File: src/rtl/dvp_pkg.sv
// dvp_pkg: capture state encoding, RGB565 colour-bar constants and default panel geometry.
package dvp_pkg;
    typedef enum logic [1:0] {S_SYNC, S_SKIP, S_FRAME, S_DROP} state_e;
    localparam int H_ACTIVE_DEF = 480;
    localparam int V_ACTIVE_DEF = 272;
    localparam logic [15:0] C_WHITE   = 16'hFFFF;
    localparam logic [15:0] C_YELLOW  = 16'hFFE0;
    localparam logic [15:0] C_CYAN    = 16'h07FF;
    localparam logic [15:0] C_GREEN   = 16'h07E0;
    localparam logic [15:0] C_MAGENTA = 16'hF81F;
    localparam logic [15:0] C_RED     = 16'hF800;
    localparam logic [15:0] C_BLUE    = 16'h001F;
    localparam logic [15:0] C_BLACK   = 16'h0000;
    function automatic logic [15:0] bar_color(input logic [2:0] i);
        case (i)
            3'd0: return C_WHITE;
            3'd1: return C_YELLOW;
            3'd2: return C_CYAN;
            3'd3: return C_GREEN;
            3'd4: return C_MAGENTA;
            3'd5: return C_RED;
            3'd6: return C_BLUE;
            default: return C_BLACK;
        endcase
    endfunction
endpackage

File: src/rtl/dvp_capture_if.sv
// dvp_capture_if: camera DVP bus plus display-FIFO write port seen by the capture block.
interface dvp_capture_if;
    logic        CSI_HREF;
    logic        CSI_VSYNC;
    logic [7:0]  CSI_D;
    logic        FIFO_FULL;
    logic        FIFO_WE;
    logic [15:0] FIFO_DI;
    modport master (output CSI_HREF, CSI_VSYNC, CSI_D, FIFO_FULL, input FIFO_WE, FIFO_DI);
    modport slave (input CSI_HREF, CSI_VSYNC, CSI_D, FIFO_FULL, output FIFO_WE, FIFO_DI);
endinterface

File: src/rtl/dvp_sync_edge.sv
// dvp_sync_edge: registers the DVP pins once, normalises polarity and flags HREF fall / VSYNC rise.
module dvp_sync_edge #(
    parameter bit VSYNC_POL = 1'b1,
    parameter bit HREF_POL  = 1'b1
) (
    input  logic       CLK,
    input  logic       RST,
    input  logic       href_i,
    input  logic       vsync_i,
    input  logic [7:0] d_i,
    output logic       href_o,
    output logic       href_fall_o,
    output logic       vsync_rise_o,
    output logic [7:0] d_o
);
    logic href_q, href_p_q, vsync_q, vsync_p_q;
    logic [7:0] d_q;
    always_ff @(posedge CLK or posedge RST) begin
        if (RST) begin
            href_q    <= 1'b0;
            href_p_q  <= 1'b0;
            vsync_q   <= 1'b0;
            vsync_p_q <= 1'b0;
            d_q       <= '0;
        end else begin
            href_q    <= href_i == HREF_POL;
            vsync_q   <= vsync_i == VSYNC_POL;
            d_q       <= d_i;
            href_p_q  <= href_q;
            vsync_p_q <= vsync_q;
        end
    end
    assign href_o       = href_q;
    assign href_fall_o  = href_p_q & ~href_q;
    assign vsync_rise_o = vsync_q & ~vsync_p_q;
    assign d_o          = d_q;
endmodule

File: src/rtl/dvp_capture.sv
// dvp_capture: assembles DVP byte pairs into cropped RGB565 words for the display FIFO write port.
// Define DVP_CAPTURE_TESTPAT_EN to add TESTPAT_SEL, which substitutes eight vertical colour bars.
module dvp_capture
    import dvp_pkg::*;
#(
    parameter int H_ACTIVE    = H_ACTIVE_DEF,
    parameter int V_ACTIVE    = V_ACTIVE_DEF,
    parameter int SKIP_FRAMES = 2,
    parameter bit VSYNC_POL   = 1'b1,
    parameter bit HREF_POL    = 1'b1
) (
    input  logic         CLK,
    input  logic         RST,
    input  logic         CAM_EN,
    dvp_capture_if.slave bus,
    input  logic         OVF_CLR,
    output logic         FRAME_START,
    output logic         FRAME_DONE,
    output logic         OVERFLOW,
    output logic [8:0]   LINE_CNT
`ifdef DVP_CAPTURE_TESTPAT_EN
    ,
    input  logic         TESTPAT_SEL
`endif
);
    localparam int CW = $clog2(H_ACTIVE + 1);
    localparam int SW = $clog2(SKIP_FRAMES + 2);
    logic href, href_fall, vs_rise, in_win;
    logic [7:0] d;
    logic [15:0] word;
    state_e state_q, state_d;
    logic [SW-1:0] skip_q, skip_d;
    logic [CW-1:0] col_q, col_d;
    logic [8:0] line_q, line_d;
    logic [7:0] hi_q, hi_d;
    logic [15:0] di_q, di_d;
    logic phase_q, phase_d, abort_q, abort_d, we_q, we_d;
    logic fs_q, fs_d, fd_q, fd_d, ovf_q, ovf_d;

    dvp_sync_edge #(.VSYNC_POL(VSYNC_POL), .HREF_POL(HREF_POL)) u_sync (
        .CLK(CLK),
        .RST(RST),
        .href_i(bus.CSI_HREF),
        .vsync_i(bus.CSI_VSYNC),
        .d_i(bus.CSI_D),
        .href_o(href),
        .href_fall_o(href_fall),
        .vsync_rise_o(vs_rise),
        .d_o(d)
    );

`ifdef DVP_CAPTURE_TESTPAT_EN
    assign word = TESTPAT_SEL ? bar_color(3'(32'(col_q) * 8 / H_ACTIVE)) : {hi_q, d};
`else
    assign word = {hi_q, d};
`endif
    assign in_win = 32'(col_q) < H_ACTIVE && 32'(line_q) < V_ACTIVE;

    always_comb begin
        state_d = state_q;
        skip_d  = skip_q;
        col_d   = col_q;
        line_d  = line_q;
        hi_d    = hi_q;
        di_d    = di_q;
        phase_d = phase_q;
        we_d    = 1'b0;
        fs_d    = 1'b0;
        fd_d    = 1'b0;
        ovf_d   = ovf_q & ~OVF_CLR;
        // a line cut by VSYNC stays ignored until its HREF drops, so it never counts as a line
        abort_d = href & (abort_q | vs_rise);
        if (vs_rise) begin
            fd_d    = state_q inside {S_FRAME, S_DROP};
            line_d  = '0;
            col_d   = '0;
            phase_d = 1'b0;
            if (!CAM_EN) begin
                state_d = S_SYNC;
                skip_d  = '0;
            end else if (32'(skip_q) < SKIP_FRAMES) begin
                state_d = S_SKIP;
                skip_d  = skip_q + 1'b1;
            end else begin
                state_d = S_FRAME;
                fs_d    = 1'b1;
            end
        end else if (state_q == S_FRAME && !abort_q) begin
            if (href_fall) begin
                col_d   = '0;
                phase_d = 1'b0;
                line_d  = &line_q ? line_q : line_q + 1'b1;
            end else if (href) begin
                phase_d = ~phase_q;
                if (!phase_q) begin
                    hi_d = d;
                end else begin
                    col_d = 32'(col_q) < H_ACTIVE ? col_q + 1'b1 : col_q;
                    if (in_win) begin
                        di_d = word;
                        we_d = ~bus.FIFO_FULL;
                        if (bus.FIFO_FULL) begin
                            ovf_d   = 1'b1;
                            state_d = S_DROP;
                        end
                    end
                end
            end
        end
    end

    always_ff @(posedge CLK or posedge RST) begin
        if (RST) begin
            state_q <= S_SYNC;
            skip_q  <= '0;
            col_q   <= '0;
            line_q  <= '0;
            hi_q    <= '0;
            di_q    <= '0;
            phase_q <= 1'b0;
            abort_q <= 1'b0;
            we_q    <= 1'b0;
            fs_q    <= 1'b0;
            fd_q    <= 1'b0;
            ovf_q   <= 1'b0;
        end else begin
            state_q <= state_d;
            skip_q  <= skip_d;
            col_q   <= col_d;
            line_q  <= line_d;
            hi_q    <= hi_d;
            di_q    <= di_d;
            phase_q <= phase_d;
            abort_q <= abort_d;
            we_q    <= we_d;
            fs_q    <= fs_d;
            fd_q    <= fd_d;
            ovf_q   <= ovf_d;
        end
    end

    assign bus.FIFO_WE  = we_q;
    assign bus.FIFO_DI  = di_q;
    assign FRAME_START  = fs_q;
    assign FRAME_DONE   = fd_q;
    assign OVERFLOW     = ovf_q;
    assign LINE_CNT     = line_q;
endmodule

File: src/flat_wrapper.sv
// flat-port wrapper written by rule: the top's interface ports become plain ports
module dvp_capture_flat import dvp_pkg::*;
#(
    parameter int H_ACTIVE    = H_ACTIVE_DEF,
    parameter int V_ACTIVE    = V_ACTIVE_DEF,
    parameter int SKIP_FRAMES = 2,
    parameter bit VSYNC_POL   = 1'b1,
    parameter bit HREF_POL    = 1'b1
)
  (CLK, RST, CAM_EN, OVF_CLR, FRAME_START, FRAME_DONE, OVERFLOW, LINE_CNT, bus_CSI_HREF, bus_CSI_VSYNC, bus_CSI_D, bus_FIFO_FULL, bus_FIFO_WE, bus_FIFO_DI);
  dvp_capture_if bus_i ();
  input  logic CLK;
  input  logic RST;
  input  logic CAM_EN;
  input  logic OVF_CLR;
  output logic FRAME_START;
  output logic FRAME_DONE;
  output logic OVERFLOW;
  output logic [8:0] LINE_CNT;
  input wire logic [$bits(bus_i.CSI_HREF)-1:0] bus_CSI_HREF;
  input wire logic [$bits(bus_i.CSI_VSYNC)-1:0] bus_CSI_VSYNC;
  input wire logic [$bits(bus_i.CSI_D)-1:0] bus_CSI_D;
  input wire logic [$bits(bus_i.FIFO_FULL)-1:0] bus_FIFO_FULL;
  output wire logic [$bits(bus_i.FIFO_WE)-1:0] bus_FIFO_WE;
  output wire logic [$bits(bus_i.FIFO_DI)-1:0] bus_FIFO_DI;
  assign bus_i.CSI_HREF = bus_CSI_HREF;
  assign bus_i.CSI_VSYNC = bus_CSI_VSYNC;
  assign bus_i.CSI_D = bus_CSI_D;
  assign bus_i.FIFO_FULL = bus_FIFO_FULL;
  assign bus_FIFO_WE = bus_i.FIFO_WE;
  assign bus_FIFO_DI = bus_i.FIFO_DI;
  dvp_capture #(.H_ACTIVE(H_ACTIVE), .V_ACTIVE(V_ACTIVE), .SKIP_FRAMES(SKIP_FRAMES), .VSYNC_POL(VSYNC_POL), .HREF_POL(HREF_POL)) u_core (.CLK(CLK), .RST(RST), .CAM_EN(CAM_EN), .bus(bus_i), .OVF_CLR(OVF_CLR), .FRAME_START(FRAME_START), .FRAME_DONE(FRAME_DONE), .OVERFLOW(OVERFLOW), .LINE_CNT(LINE_CNT));
endmodule
File: config.mk
export PLATFORM = sky130hd
export DESIGN_NAME = dvp_capture_flat
export DESIGN_NICKNAME = d
export VERILOG_FILES = /design/src/rtl/dvp_pkg.sv /design/src/rtl/dvp_capture_if.sv /design/src/rtl/dvp_sync_edge.sv /design/src/rtl/dvp_capture.sv /design/src/flat_wrapper.sv
export SDC_FILE = /design/constraint.sdc
export NUM_CORES = 1
export LEC_CHECK = 0
export ABC_AREA = 1
export CAP_MARGIN = 20
export CORE_ASPECT_RATIO = 1.2
export CORE_MARGIN = 4
export CORE_UTILIZATION = 29
export CTS_BUF_LIST = sky130_fd_sc_hd__clkbuf_4
export CTS_CLUSTER_SIZE = 16
export DETAILED_ROUTE_END_ITERATION = 6
export PLACE_DENSITY_LB_ADDON = 0.15
export SLEW_MARGIN = 10
export SYNTH_ARGS = -nofsm -noshare
export SYNTH_HDL_FRONTEND = slang
export SYNTH_SLANG_ARGS = --single-unit
File: constraint.sdc
create_clock -name CLK -period 1.75 [get_ports CLK]
set_input_delay 0.2625 -clock CLK [delete_from_list [all_inputs] [get_ports CLK]]
set_output_delay 0.2625 -clock CLK [all_outputs]
set_load 0.1 [all_outputs]
# After elaboration in Yosys (flattened, before gate mapping)
# Index checks and enable logic that the tools add are counted.
[op_classes]
addsub = 3
n_mul = 0
div_mod_pow = 0
n_lt_le_gt_ge = 3
eq_ne = 5
n_shift = 0
mux = 42
n_bitwise = 12
reduce_logical = 21
[op_table]
columns = ["operator", "n"]
rows = [
  ["two-way mux 9 bit", 10],
  ["two-way mux 2 bit", 11],
  ["two-way mux 1 bit", 21],
  ["adder 9 x 1 -> 9 bit, second input constant", 2],
  ["< comparator 9 bit, second input constant", 2],
  ["nonzero test 2 bit", 7],
  ["AND reduction 6 bit", 2],
  ["AND reduction 9 bit", 1],
  ["nonzero test 3 bit", 3],
  ["NOT 1 bit", 7],
  ["AND reduction 5 bit", 1],
  ["AND 1 bit", 4],
  ["equality test 2 bit, second input constant", 2],
  ["!= test 2 x 1 -> 1 bit, second input constant", 2],
  ["AND reduction 2 bit", 2],
  ["AND reduction 4 bit", 1],
  ["AND reduction 3 bit", 1],
  ["adder 2 x 1 -> 2 bit, second input constant", 1],
  ["logical AND 1 bit", 2],
  ["< comparator 2 bit, second input constant", 1],
  ["!= test 2 bit, second input constant", 1],
  ["logical NOT 1 bit", 1],
  ["OR 1 bit", 1],
]
[word_totals]
reg_bits = 64
latch_bits = 0
ramBits = 0
rom_bits = 0
input_bits = 15
output_inout_bits = 29
wordCells = 103
memories = 0

# Logic depth before layout (Yosys ltp)
[logic_depth]
depth_word = 9
depth_mapped = 12
ltp_nobuf = 12

# Hierarchy
# Synthesis repeated with hierarchy kept, for this count alone.
[unflattened]
cells_unflattened = 317
area_unflattened_um2 = 2855.2
[modules_own_cells]
columns = ["mod", "instances", "cells_per_inst", "area_each_um2", "seq_area_each_um2"]
rows = [
  ["dvp_capture", 1, 300, 2531.2, 1301.2],
  ["dvp_sync_edge", 1, 17, 324.1, 300.3],
]

# Worst setup path after synthesis
# Ideal clock, no wire load.
[synth_path]
path_type = "reg2reg"
startpoint = "reg u_core.line_q[0] (netlist: u_core.LINE_CNT[0])"
endpoint = "reg u_core.line_q[6] (netlist: u_core.LINE_CNT[6])"
setup_time_ns = 0.068
arrival_time_ns = 2.350
t_required_ns = 1.682
path_slack_ns = -0.668
path_stages_with_launch = 13
path_buffers = 0
period_less_slack_ns = 2.418
cell_sequence = "dfrtp_1 > ha_1 > inv_1 > nor2_1 > nand2_1 > nor3_1 > ha_1 > nor2_1 > nand2_1 > nand2_1 > inv_1 > nand2_1 > nand2_1"
[synth_via]
elab_chain_cells = 5
word_cells_on_any_way = 8
classes_between = "add/sub (1); eq/ne (1); mux (4); reduce/logical (2)"
[synth_rtl]
columns = ["element", "line", "source"]
rows = [
  ["start: declaration", "dvp_capture.sv:34", "logic [8:0] line_q, line_d;"],
  ["start signal: assignment", "dvp_capture.sv:130", "line_q <= line_d;"],
  ["adder 9 x 1 -> 9 bit", "dvp_capture.sv:92", "line_d = &line_q ? line_q : line_q + 1'b1;"],
  ["two-way mux 9 bit", "dvp_capture.sv:92", ""],
  ["two-way mux 9 bit", "dvp_capture.sv:89", "if (href_fall) begin"],
  ["two-way mux 9 bit", "dvp_capture.sv:88", "end else if (state_q == S_FRAME && !abort_q) begin"],
  ["two-way mux 9 bit", "dvp_capture.sv:73", "if (vs_rise) begin"],
]
# Several ways; a longest one is shown, not always the timed one. The select of a mux whose other input is x is not followed.
# A chain may end at the register's enable or synchronous reset.

# Worst setup path in the final report
[layout_path]
startpoint = "reg u_core.line_q[0] (netlist: u_core.LINE_CNT[0])"
endpoint = "reg u_core.line_q[2] (netlist: u_core.LINE_CNT[2])"
# The elaborated chain is that of the path after synthesis.

==> impl_summary.txt <==
----------------------------------------------------
[Synthesis]
  Cell type with the largest total area after synthesis ... dfrtp_1
  Netlist cell types ... 27
  Synth warnings ... 0
  Fraction of the mapped netlist area in compound gates ... 0.0453
  Simple-gate share of the synthesized area ... 0.305
  Most frequent cell after synthesis ... nand2_1
  Post-synthesis sequential area ratio ... 0.563
  Synth Cell Area ... 2840 um2
  Mean area per synthesized cell ... 8.62 um2
  Arithmetic-cell share of the synthesized area counting full adders, half adders and majority gates ... 0.0132
  Multiplexer share of the synthesized area ... 0
  Post-synthesis cell count ... 330
  Share of the synthesized area in the top cell type ... 0.563
  Post-Syn Nets ... 348
  List of most frequent post-synthesis cells ... 122 x nand2_1, 64 x dfrtp_1, 32 x inv_1
  Fraction of registers with async set/reset ... 1.00
  Seq cells post-synth ... 64
  Combinational family with the most area after synthesis ... simple AND/OR/NAND/NOR gates
  Predominant post-synthesis flop cell ... dfrtp_1
  Largest cells by area after synthesis ... dfrtp_1 56%, nand2_1 16%, nand3_1 5.1%
  Synth Area in XOR/XNOR ... 0.00616
  Number of enable-type register cells in the synthesized netlist ... 0

[Critical path]
  Endpoint required time on the critical path ... 2.04 ns
  Largest driver fanout on the critical path ... 8
  Arrival time of the worst setup path ... 1.94 ns
  CP peak stage delay ... 0.51 ns
  Critical path's slowest cell ... dfrtp_4
  Cells traversed along the worst timing path ... ha_4 -> inv_2 -> nor2_4 -> nand2_2 -> nor3_2 -> ha_2 -> nor2_4 -> nand2_4 -> inv_6 -> nand3_1 -> nand2_1 -> nor2_1
  CP startpoint kind ... flop
  Path type of the worst setup path ... reg2reg
  Critical Path Sink Type ... flop
  Critical Path Most Common Cell ... nor2_4

[Outcome]
  Run status ... finished clean

[Clock tree]
  Clock tree from TritonCTS ... yes
  Hold buffer count at CTS ... 0
  Num Clock Sinks ... 64
  Clock tree root driver cell ... clkbuf_4
  CTS H-tree lvls ... 3
  CTS buffer count ... 9
  Clock-pin transition on the worst setup and hold timing paths ... 0.12 ns
  Longest Clk Path Bufs ... 2
  Clock insertion delay at the later pin of the skew report ... 0.40 ns

[Detailed routing]
  Drt drc ... 0
  Via count ... 2305
  Average via count per standard cell ... 4.45
  Detailed router's first-iteration violation count ... 114
  Final wirelength ... 6220 um
  Number of nets still failing antenna checks after routing ... 0
  DR WL/cell ... 12.0 um
  Count of TritonRoute iterations in the first routing pass ... 4

[STA]
  Headroom to the max-slew limit ... 0.739
  Share of the clock period used by the worst path ... 0.942
  F_max ... 0.606 GHz
  Unrepaired setup endpoints after global routing ... no
  Setup clock skew after layout ... 0.00812 ns
  Minimum hold slack ... 0.195 ns
  Total count of max-transition violations in the final report ... 0
  Final Hold Viols ... 0
  Actual slew at the worst max-slew pin ... 0.390 ns
  Final setup fails ... 0
  Post-route minimum period ... 1.65 ns

[Placed design]
  Routability-driven placement congestion ratio ... 0.824
  Total half-perimeter wirelength after legalization and detailed placement ... 4570 um
  Number of input and output port buffers inserted ... 43

[Global routing]
  Pin count of the biggest net entering global routing ... 24
  Global-route wire length before repair ... 11100 um
  Global router's overall resource usage ... 0.122
  Grt total ovfl ... 0
  Antenna violations before repair ... 0
  Number of global-route vias before repair ... 2325

[Final layout]
  Storage cell area ... 1620 um2
  Nets ... 408
  Multi-input gate area in the final layout ... 1100 um2
  Synth-to-layout area growth ... 41.7%
  Ant. Diodes ... 0
  Post-Route Utilization ... 0.421
  Ratio of cells with drive above 1 in the final layout ... 0.238
  Fill cells ... 988

[Min path]
  Tightest Hold Check Type ... in2async

[Floorplanning]
  Width of the die ... 98.4 um
  Vert. Die Dim ... 116 um
  Count of boundary I/O pins ... 44
  Area inside the core boundary ... 9560 um2
  Overall die area ... 11500 um2
  Number of standard-cell rows in the floorplan ... 39
  Initial Util ... 0.297

[Flow run]
  Max-cap violation count ... 0

[Power]
  Standby leakage power ... 1.95 nW
  Post-layout total power ... 5.64 mW
  Power Dens Cells ... 1400 nW/um2
  Worst vdd ir ... 1.12 mV

----------------------------------------------------
area by class of cell:
cell class,count,area share
flip-flops and latches,64,0.402
multi-input cells,224,0.274
well taps,123,0.0382
repair buffers,55,0.207
clock inverters,7,0.0236
inverters,36,0.0376
clock buffers,9,0.0168
critical path, delay by kind of cell, from the launching register on:
kind / cells / cell delay (ns)
adders and majority gates: 2 / 0.35
buffers and inverters: 2 / 0.16
DFF: 1 / 0.51
and+or+nand+nor: 8 / 0.51
timing repair:
item                       4_1_cts  5_1_grt
setup endpoints to repair        0        9
setup buffers                    0        1
gates resized for setup          0        9
stage by stage:
stage          instance area, um2  worst slack (ns)  instances  setup TNS (ns)
2_1_floorplan                2900            -0.105        330          -0.782
3_3_place_gp                 3830            0.0811        501               0
3_5_place_dp                 3830            0.0445        501               0
4_1_cts                      3990            0.0245        517               0
5_1_grt                      4030           0.00568        518               0
6_report                     4030             0.101        518               0
flip-flops by register name (all words and copies together), names as in the netlist, 2 cells and up:
| name | count |
|---|---|
| u_core.LINE_CNT | 9 |
| u_core.bus.FIFO_DI | 16 |
| u_core.col_q | 9 |
| u_core.hi_q | 8 |
| u_core.skip_q | 2 |
| u_core.state_q | 2 |
| u_core.u_sync.d_o | 8 |
per-layer routing:
layer	share of wire	up-vias	track usage
met1	0.43	1091	0.143
met2	0.51	45	0.211
li1	-	1160	-
met4	0.016	0	0.0574
met3	0.046	9	0.0311
met5	0	-	0
final timing paths:
kind	startpoint	end	slack, ns	cells after the start
worst max-delay path	u_core.LINE_CNT[0]	u_core.LINE_CNT[2]	0.10	12
worst min-delay path	RST	u_core.u_sync.d_o[5]	0.20	2
worst max register to register	u_core.LINE_CNT[0]	u_core.LINE_CNT[2]	0.10	12
worst min register to register	u_core.u_sync.vsync_q	u_core.u_sync.vsync_p_q	0.42	0
max in group asynchronous	RST	u_core.bus.FIFO_DI[14]	1.09	3
min in group CLK	bus_CSI_D[3]	u_core.u_sync.d_o[3]	0.29	1
logic make-up after synthesis:
group | after synthesis
and+or+nand+nor | 195
DFF | 64
buffers and inverters | 42
AOI/OAI and AO/OA | 24
adders and majority gates | 3
xor gates and xnor gates | 2
cell usage in the layout (no fill, tap or decap), types with 3 or more instances in the layout:
cell type	netlist	final
nand2_1	122	119
dfrtp_1	64	56
buf_12	0	31
inv_1	32	29
nand3_1	29	29
nor2_1	22	20
clkdlybuf4s50_1	0	14
o21ai_0	15	13
buf_4	0	10
clkbuf_4	0	9
nand2_2	5	6
nand2_4	3	5
nand4_1	5	5
a21oi_1	5	5
nor2_2	4	4
dfrtp_4	0	4
dfrtp_2	0	4
o21bai_1	3	3
inv_6	1	3
power breakdown:
part,total (mW),switching (mW),internal [mW]
combinational,2.42,1.60,0.827
sequential,2.06,0.275,1.79
clock,1.16,0.579,0.581
total,5.64,2.45,3.19
Note: power is estimated with default switching activity, not from simulation.
